$ cat src/rtl/sram_arb_pkg.sv
// rtl/sram_arb_pkg.sv - shared types and constants for the SRAM port arbiter
package sram_arb_pkg;

    // Which requester owns the read data returning from the SRAM this cycle
    typedef enum logic [1:0] {
        OWN_NONE = 2'd0,
        OWN_IF   = 2'd1,
        OWN_LS   = 2'd2
    } owner_e;

    localparam logic [3:0] BMASK_FULL = 4'hF;
    localparam int         WORD_SHIFT = 2;

    // Expand a 4-bit byte-lane enable into a 32-bit AND mask
    function automatic logic [31:0] lane_mask(input logic [3:0] bmask);
        logic [31:0] m;
        m = '0;
        for (int k = 0; k < 4; k++) begin
            m[8*k +: 8] = {8{bmask[k]}};
        end
        return m;
    endfunction

endpackage

$ cat src/rtl/sram_port_arbiter.sv
// rtl/sram_port_arbiter.sv - IF/LS arbiter for a single-port byte-masked SRAM
module sram_port_arbiter
    import sram_arb_pkg::*;
#(
    parameter int AW         = 32,
    parameter int DW         = 32,
    parameter int STARVE_MAX = 4
) (
    input  logic          i_clk,
    input  logic          i_reset,

    input  logic          i_if_req,
    input  logic [AW-1:0] i_if_addr,
    output logic          o_if_gnt,
    output logic          o_if_rvalid,
    output logic [DW-1:0] o_if_rdata,

    input  logic          i_ls_req,
    input  logic          i_ls_wren,
    input  logic [AW-1:0] i_ls_addr,
    input  logic [DW-1:0] i_ls_wdata,
    input  logic [3:0]    i_ls_bmask,
    output logic          o_ls_gnt,
    output logic          o_ls_rvalid,
    output logic [DW-1:0] o_ls_rdata,

    output logic          o_mem_cs,
    output logic          o_mem_wren,
    output logic [AW-1:0] o_mem_addr,
    output logic [DW-1:0] o_mem_wdata,
    output logic [3:0]    o_mem_bmask,
    input  logic [DW-1:0] i_mem_rdata
);

    localparam logic [3:0] STARVE_LIM = 4'(STARVE_MAX);

    logic [3:0] starve_cnt_q, starve_cnt_d;
    owner_e     owner_q,      owner_d;
    logic [3:0] rd_mask_q,    rd_mask_d;

    logic if_gnt;
    logic ls_gnt;
    logic if_forced;

    // IF has waited long enough; it takes the port even if LS is asking
    assign if_forced = i_if_req && (starve_cnt_q == STARVE_LIM);

    // Grant selection: LS first, unless IF has hit the starvation limit
    always_comb begin
        if_gnt = 1'b0;
        ls_gnt = 1'b0;
        if (!i_reset) begin
            if (if_forced) begin
                if_gnt = 1'b1;
            end else if (i_ls_req) begin
                ls_gnt = 1'b1;
            end else if (i_if_req) begin
                if_gnt = 1'b1;
            end
        end
    end

    assign o_if_gnt = if_gnt;
    assign o_ls_gnt = ls_gnt;

    // SRAM command drive from the winner; idle lines parked at zero
    always_comb begin
        o_mem_cs    = 1'b0;
        o_mem_wren  = 1'b0;
        o_mem_addr  = '0;
        o_mem_wdata = '0;
        o_mem_bmask = 4'h0;
        if (ls_gnt) begin
            o_mem_cs    = 1'b1;
            o_mem_wren  = i_ls_wren;
            o_mem_addr  = i_ls_addr >> WORD_SHIFT;
            o_mem_wdata = i_ls_wdata;
            o_mem_bmask = i_ls_bmask;
        end else if (if_gnt) begin
            o_mem_cs    = 1'b1;
            o_mem_addr  = i_if_addr >> WORD_SHIFT;
            o_mem_bmask = BMASK_FULL;
        end
    end

    // Starvation counter: count denied IF cycles, saturate, clear on grant or idle
    always_comb begin
        starve_cnt_d = starve_cnt_q;
        if (!i_if_req || if_gnt) begin
            starve_cnt_d = 4'd0;
        end else if (starve_cnt_q != STARVE_LIM) begin
            starve_cnt_d = starve_cnt_q + 4'd1;
        end
    end

    // Response owner next state: whoever issued a read this cycle owns next cycle's data
    always_comb begin
        owner_d   = OWN_NONE;
        rd_mask_d = 4'h0;
        if (if_gnt) begin
            owner_d   = OWN_IF;
            rd_mask_d = BMASK_FULL;
        end else if (ls_gnt && !i_ls_wren) begin
            owner_d   = OWN_LS;
            rd_mask_d = i_ls_bmask;
        end
    end

    // State registers with synchronous reset
    always_ff @(posedge i_clk) begin
        if (i_reset) begin
            starve_cnt_q <= 4'd0;
            owner_q      <= OWN_NONE;
            rd_mask_q    <= 4'h0;
        end else begin
            starve_cnt_q <= starve_cnt_d;
            owner_q      <= owner_d;
            rd_mask_q    <= rd_mask_d;
        end
    end

    // Response routing; gated by reset so a read in flight when reset arrives is dropped
    always_comb begin
        o_if_rvalid = (owner_q == OWN_IF) && !i_reset;
        o_ls_rvalid = (owner_q == OWN_LS) && !i_reset;
        o_if_rdata  = '0;
        o_ls_rdata  = '0;
        if (o_if_rvalid) begin
            o_if_rdata = i_mem_rdata;
        end
        if (o_ls_rvalid) begin
            o_ls_rdata = i_mem_rdata & DW'(lane_mask(rd_mask_q));
        end
    end

endmodule

$ cat config.mk
export PLATFORM = sky130hd
export DESIGN_NAME = sram_port_arbiter
export DESIGN_NICKNAME = d
export VERILOG_FILES = /design/src/rtl/sram_arb_pkg.sv /design/src/rtl/sram_port_arbiter.sv
export SDC_FILE = /design/constraint.sdc
export NUM_CORES = 1
export LEC_CHECK = 0
export CAP_MARGIN = 30
export CORE_AREA = 2 2 107 109
export DETAILED_ROUTE_END_ITERATION = 10
export DIE_AREA = 0 0 109 111
export HOLD_SLACK_MARGIN = 0.08
export PLACE_DENSITY = 0.71
export SETUP_SLACK_MARGIN = 0.4
export SYNTH_ARGS = -nofsm -noshare
export SYNTH_HDL_FRONTEND = slang
export SYNTH_SLANG_ARGS = --single-unit
$ cat constraint.sdc
create_clock -name i_clk -period 1.75 [get_ports i_clk]
set_input_delay 0.525 -clock i_clk [delete_from_list [all_inputs] [get_ports i_clk]]
set_output_delay 0.525 -clock i_clk [all_outputs]
set_load 0.005 [all_outputs]
**After elaboration in Yosys (flattened, before gate mapping)**

Index checks and enable logic that the tools add are counted.

- Register bits after elaboration: 10
- Output and inout port bits: 138
- Logic and storage cells: 41

- Add/sub/neg operators: 1
- Equality and inequality tests: 4
- Multiplexer cells: 21
- Bitwise logic cells: 1
- Reduce and logical (&&, ||, !) cells: 10

Operators with widths:

| operator | number |
|---|---|
| 32-bit 2-to-1 mux | 3 |
| 30-bit 2-to-1 mux | 2 |
| 32-bit bitwise AND | 1 |
| 4-bit 2-to-1 mux | 4 |
| 1-bit 2-to-1 mux | 11 |
| 4-bit by 1-bit adder with 4-bit output, second input constant | 1 |
| 4-bit by 3-bit equality test with 1-bit output, second input constant | 1 |
| 1-bit logical AND | 4 |
| 4-bit by 3-bit != test with 1-bit output, second input constant | 1 |
| 2-bit OR reduction | 2 |
| 1-bit zero test | 3 |
| 2-bit by 1-bit equality test with 1-bit output, second input constant | 1 |
| 2-bit equality test, second input constant | 1 |
| 2-bit 2-to-1 mux | 1 |
| 1-bit logical OR | 1 |

**Longest topological paths before layout**

- Depth in word-level cells: 7
- Gate-level depth with buffers: 7
- Depth with buffers taken out: 5

**Worst setup path after synthesis**

Ideal clock, no wire load.

- Path kind: register to output
- From: register starve_cnt_q[0]
- To: output o_mem_wdata[0]
- Arrival time: 1.399 ns
- Data required time: 1.225 ns
- Path slack: -0.174 ns
- Stages on the path, launching flop included: 8
- Path buffers: 2
- Cells stage by stage: dfxtp_1 -> inv_1 -> ha_1 -> and3b_4 -> a21oi_4 -> buf_4 -> buf_4 -> and2_1

- Word-level cells in the longest chain between the ends: 5

Ends and longest elaborated chain:

| element | RTL line | RTL |
|---|---|---|
| from (decl) | sram_port_arbiter.sv:37 | `logic [3:0] starve_cnt_q, starve_cnt_d;` |
| from (signal assigned) | sram_port_arbiter.sv:116 | `starve_cnt_q <= starve_cnt_d;` |
| 4-bit by 3-bit equality test with 1-bit output | sram_port_arbiter.sv:46 | `assign if_forced = i_if_req && (starve_cnt_q == STARVE_LIM);` |
| 1-bit logical AND | sram_port_arbiter.sv:46 |  |
| 1-bit 2-to-1 mux | sram_port_arbiter.sv:53 | `if (if_forced) begin` |
| 1-bit 2-to-1 mux | sram_port_arbiter.sv:52 | `if (!i_reset) begin` |
| 32-bit 2-to-1 mux | sram_port_arbiter.sv:73 | `if (ls_gnt) begin` |
| to (decl) | sram_port_arbiter.sv:30 | `output logic [DW-1:0] o_mem_wdata,` |

No other way between the ends.

**Final worst setup path**

- From: register starve_cnt_q[0]
- To: output o_mem_addr[6]

- Word-level cells in the longest chain between the ends: 6

Ends and longest elaborated chain:

| element | RTL line | RTL |
|---|---|---|
| 4-bit by 3-bit equality test with 1-bit output * | sram_port_arbiter.sv:46 |  |
| 1-bit logical AND * | sram_port_arbiter.sv:46 |  |
| 1-bit 2-to-1 mux | sram_port_arbiter.sv:53 |  |
| 1-bit 2-to-1 mux | sram_port_arbiter.sv:52 |  |
| 30-bit 2-to-1 mux | sram_port_arbiter.sv:79 | `end else if (if_gnt) begin` |
| 30-bit 2-to-1 mux * | sram_port_arbiter.sv:73 |  |
| to (decl) | sram_port_arbiter.sv:29 | `output logic [AW-1:0] o_mem_addr,` |

Mark *: on every way between the ends. The rest lies on a longest branch, timed or not.

==> results.json <==
{
  "drtPass1Iterations": 4,
  "die_y_um": 111,
  "dp_hpwl_um": 7540,
  "viasPerCell": 4.34,
  "layout_setup_ws_ps": -664,
  "port-buffer-count": 268,
  "grt_max_degree": 18,
  "design_area_um2": 5910,
  "nNetsFinal": 691,
  "antenna_found_initial": 0,
  "clkLatencyLatePin_ps": 240,
  "critPathCaptureType": "output pin",
  "min_delay_path_depth": 2,
  "ctsLongestPathBuffers": 2,
  "seq_area_frac_synth_pct": 14.1,
  "maxCapViolations": 0,
  "final_cell_mix": "buf_6 (135), clkdlybuf4s50_1 (129), and2_4 (61)",
  "grt_usage_pct": 18.1,
  "max_freq_mhz": 414,
  "reg2reg_depth": 9,
  "critPathLaunchType": "register",
  "synth_area_per_cell_um2": 7.48,
  "rows": 39,
  "io_pins": 275,
  "wl_per_cell_um": 17.5,
  "cts_made_buffers": 3,
  "grt_pass1_vias": 3019,
  "fin_crit_sh_pct": 138,
  "slew_violations": 0,
  "cp_data_arrival_time_ps": 1890,
  "r2r_setup_slack_ps": -10,
  "route.vias.total": 3012,
  "fin_skew_ps": 0.289,
  "drive_gt1_share_pct": 63.2,
  "p_per_area_nw_per_um2": 282,
  "drtIter0Drc": 120,
  "leakage_nw": 2.90,
  "design.die.area_um2": 12100,
  "final_antenna_net_count": 0,
  "violations": "negative setup slack",
  "regArea_um2": 204,
  "layout_min_cycle_time_ps": 2410,
  "syn_to_final_growth_pct": 316,
  "worstHoldPathType": "register to register",
  "clkTransAtPathRegs_ps": 40,
  "cts_tree": "built",
  "n_fill_cell": 940,
  "core_um2": 11100,
  "rsz0062_at_grt": "true",
  "dieWidth_um": 109,
  "path_max_fanout": 7,
  "cts_htree_levels": 1,
  "ir_drop_mv": 0.227,
  "multi_input_area_um2": 1460,
  "yosysWarnings": 0,
  "final_common_cell": "buf_6",
  "gp_congestion": 0.780,
  "netlist-cell-type-count": 25,
  "drcViolationCount": 0,
  "syn_area_um2": 1420,
  "root_buffer": "clkbuf_16",
  "criticalPathCategory": "register to output pin",
  "crit_required_ps": 1220,
  "syn_inst": 190,
  "gr-total-overflow": 0,
  "status": "finished with violations",
  "cts.sinks": 10,
  "finalHoldViolCount": 0,
  "setup_viol": 137,
  "dp_slack_ps": -1240,
  "postPlaceCellArea_um2": 4530,
  "diodes": 0,
  "ys_ff_latch": 10,
  "wl_um": 12100,
  "grt_pass1_wl_um": 16800,
  "initial_core_util_pct": 12.8
}
synthesized netlist by cell type, drive strengths merged:
cell type	n	area share, %
nand3	1	0.35
and2	65	29
a21oi	1	1.1
and3	32	14
buf	13	5.3
a21o	7	3.7
nand2b	1	0.44
or3b	1	0.62
ha	2	1.8
nor3b	2	1.4
a31o	1	0.62
a211oi	1	0.88
o211a	2	1.4
inv	5	1.3
mux2i	1	0.70
clkbuf	6	1.6
conb	1	0.26
nor2	5	1.3
or2	1	0.44
xnor2	1	0.62
and3b	1	0.88
a22o	30	18
dfxtp	10	14
cells by family after synthesis:
family                     count (synthesis)  synth area share [%]
AOI/OAI and AO/OA                         42                  26.2
other                                      1                 0.264
DFF                                       10                  14.1
adders and majority gates                  2                  1.76
and+or+nand+nor                          109                  48.2
muxes                                      1                 0.704
xor gates and xnor gates                   1                 0.616
buffers and inverters                     24                  8.19
routing by layer:
| layer | routed length (um) | vias to the layer above | share of wire, % | global-route usage [%] |
|---|---|---|---|---|
| li1 | - | 1408 | - | - |
| met1 | 4270 | 1391 | 35 | 19.7 |
| met4 | 340 | 0 | 2.8 | 4.70 |
| met2 | 6410 | 190 | 53 | 34.8 |
| met5 | 0 | - | 0 | 0 |
| met3 | 1110 | 23 | 9.2 | 3.47 |
registers in the layout, summed over array words and instances (netlist names):
register,cells
rd_mask_q,4
starve_cnt_q,4
owner_q,2
path summary, 6_finish.rpt:
check                       start               to
setup reg to reg  starve_cnt_q[0]     rd_mask_q[0]
hold reg to reg   starve_cnt_q[0]  starve_cnt_q[0]
hold / removal    starve_cnt_q[0]  starve_cnt_q[0]
setup / recovery  starve_cnt_q[0]    o_mem_addr[6]
critical path: stages (launching register included):
cell,delay (ps)
dfxtp_2,320
inv_2,60
ha_4,130
and3b_4,230
a21oi_4,80
buf_6,130
buf_12,120
buf_12,130
buf_8,120
a22o_1,210
buf_2,120
power breakdown:
part,total [W],internal [W],switching [W]
combinational,0.000964,0.000678,0.000286
sequential,0.000254,0.000238,0.0000160
clock,0.000452,0.000344,0.000108
layout make-up:
class,instances,share of cell area (%)
multi-input combinational,159,24.7
inverter,5,0.317
clock buffer,4,1.50
tap,143,3.03
sequential,10,3.45
timing repair buffer,373,67.0
through the flow:
step	std cells	utilization (%)	power [W]	hold slack (ps)	TNS (ps)
final	694	53.4	0.00167	525	-68120
after global routing	694	53.4	0.00175	545	-75590
after CTS	674	48.7	0.00162	523	-69070
after detailed placement	601	40.9	0.000999	517	-149720
after global placement	601	40.9	0.000990	501	-146480
after floorplan	191	-	0.000454	418	-4150
what timing repair did:
| action | 4_1_cts | 5_1_grt |
|---|---|---|
| endpoints found under the setup margin | 146 | 146 |
| hold buffers | 0 | 0 |
| gates resized for setup | 611 | 139 |
| setup buffers | 55 | 20 |
| gates cloned | 14 | 0 |
| pin swaps | 51 | 13 |
Note: power is estimated with default switching activity, not from simulation.
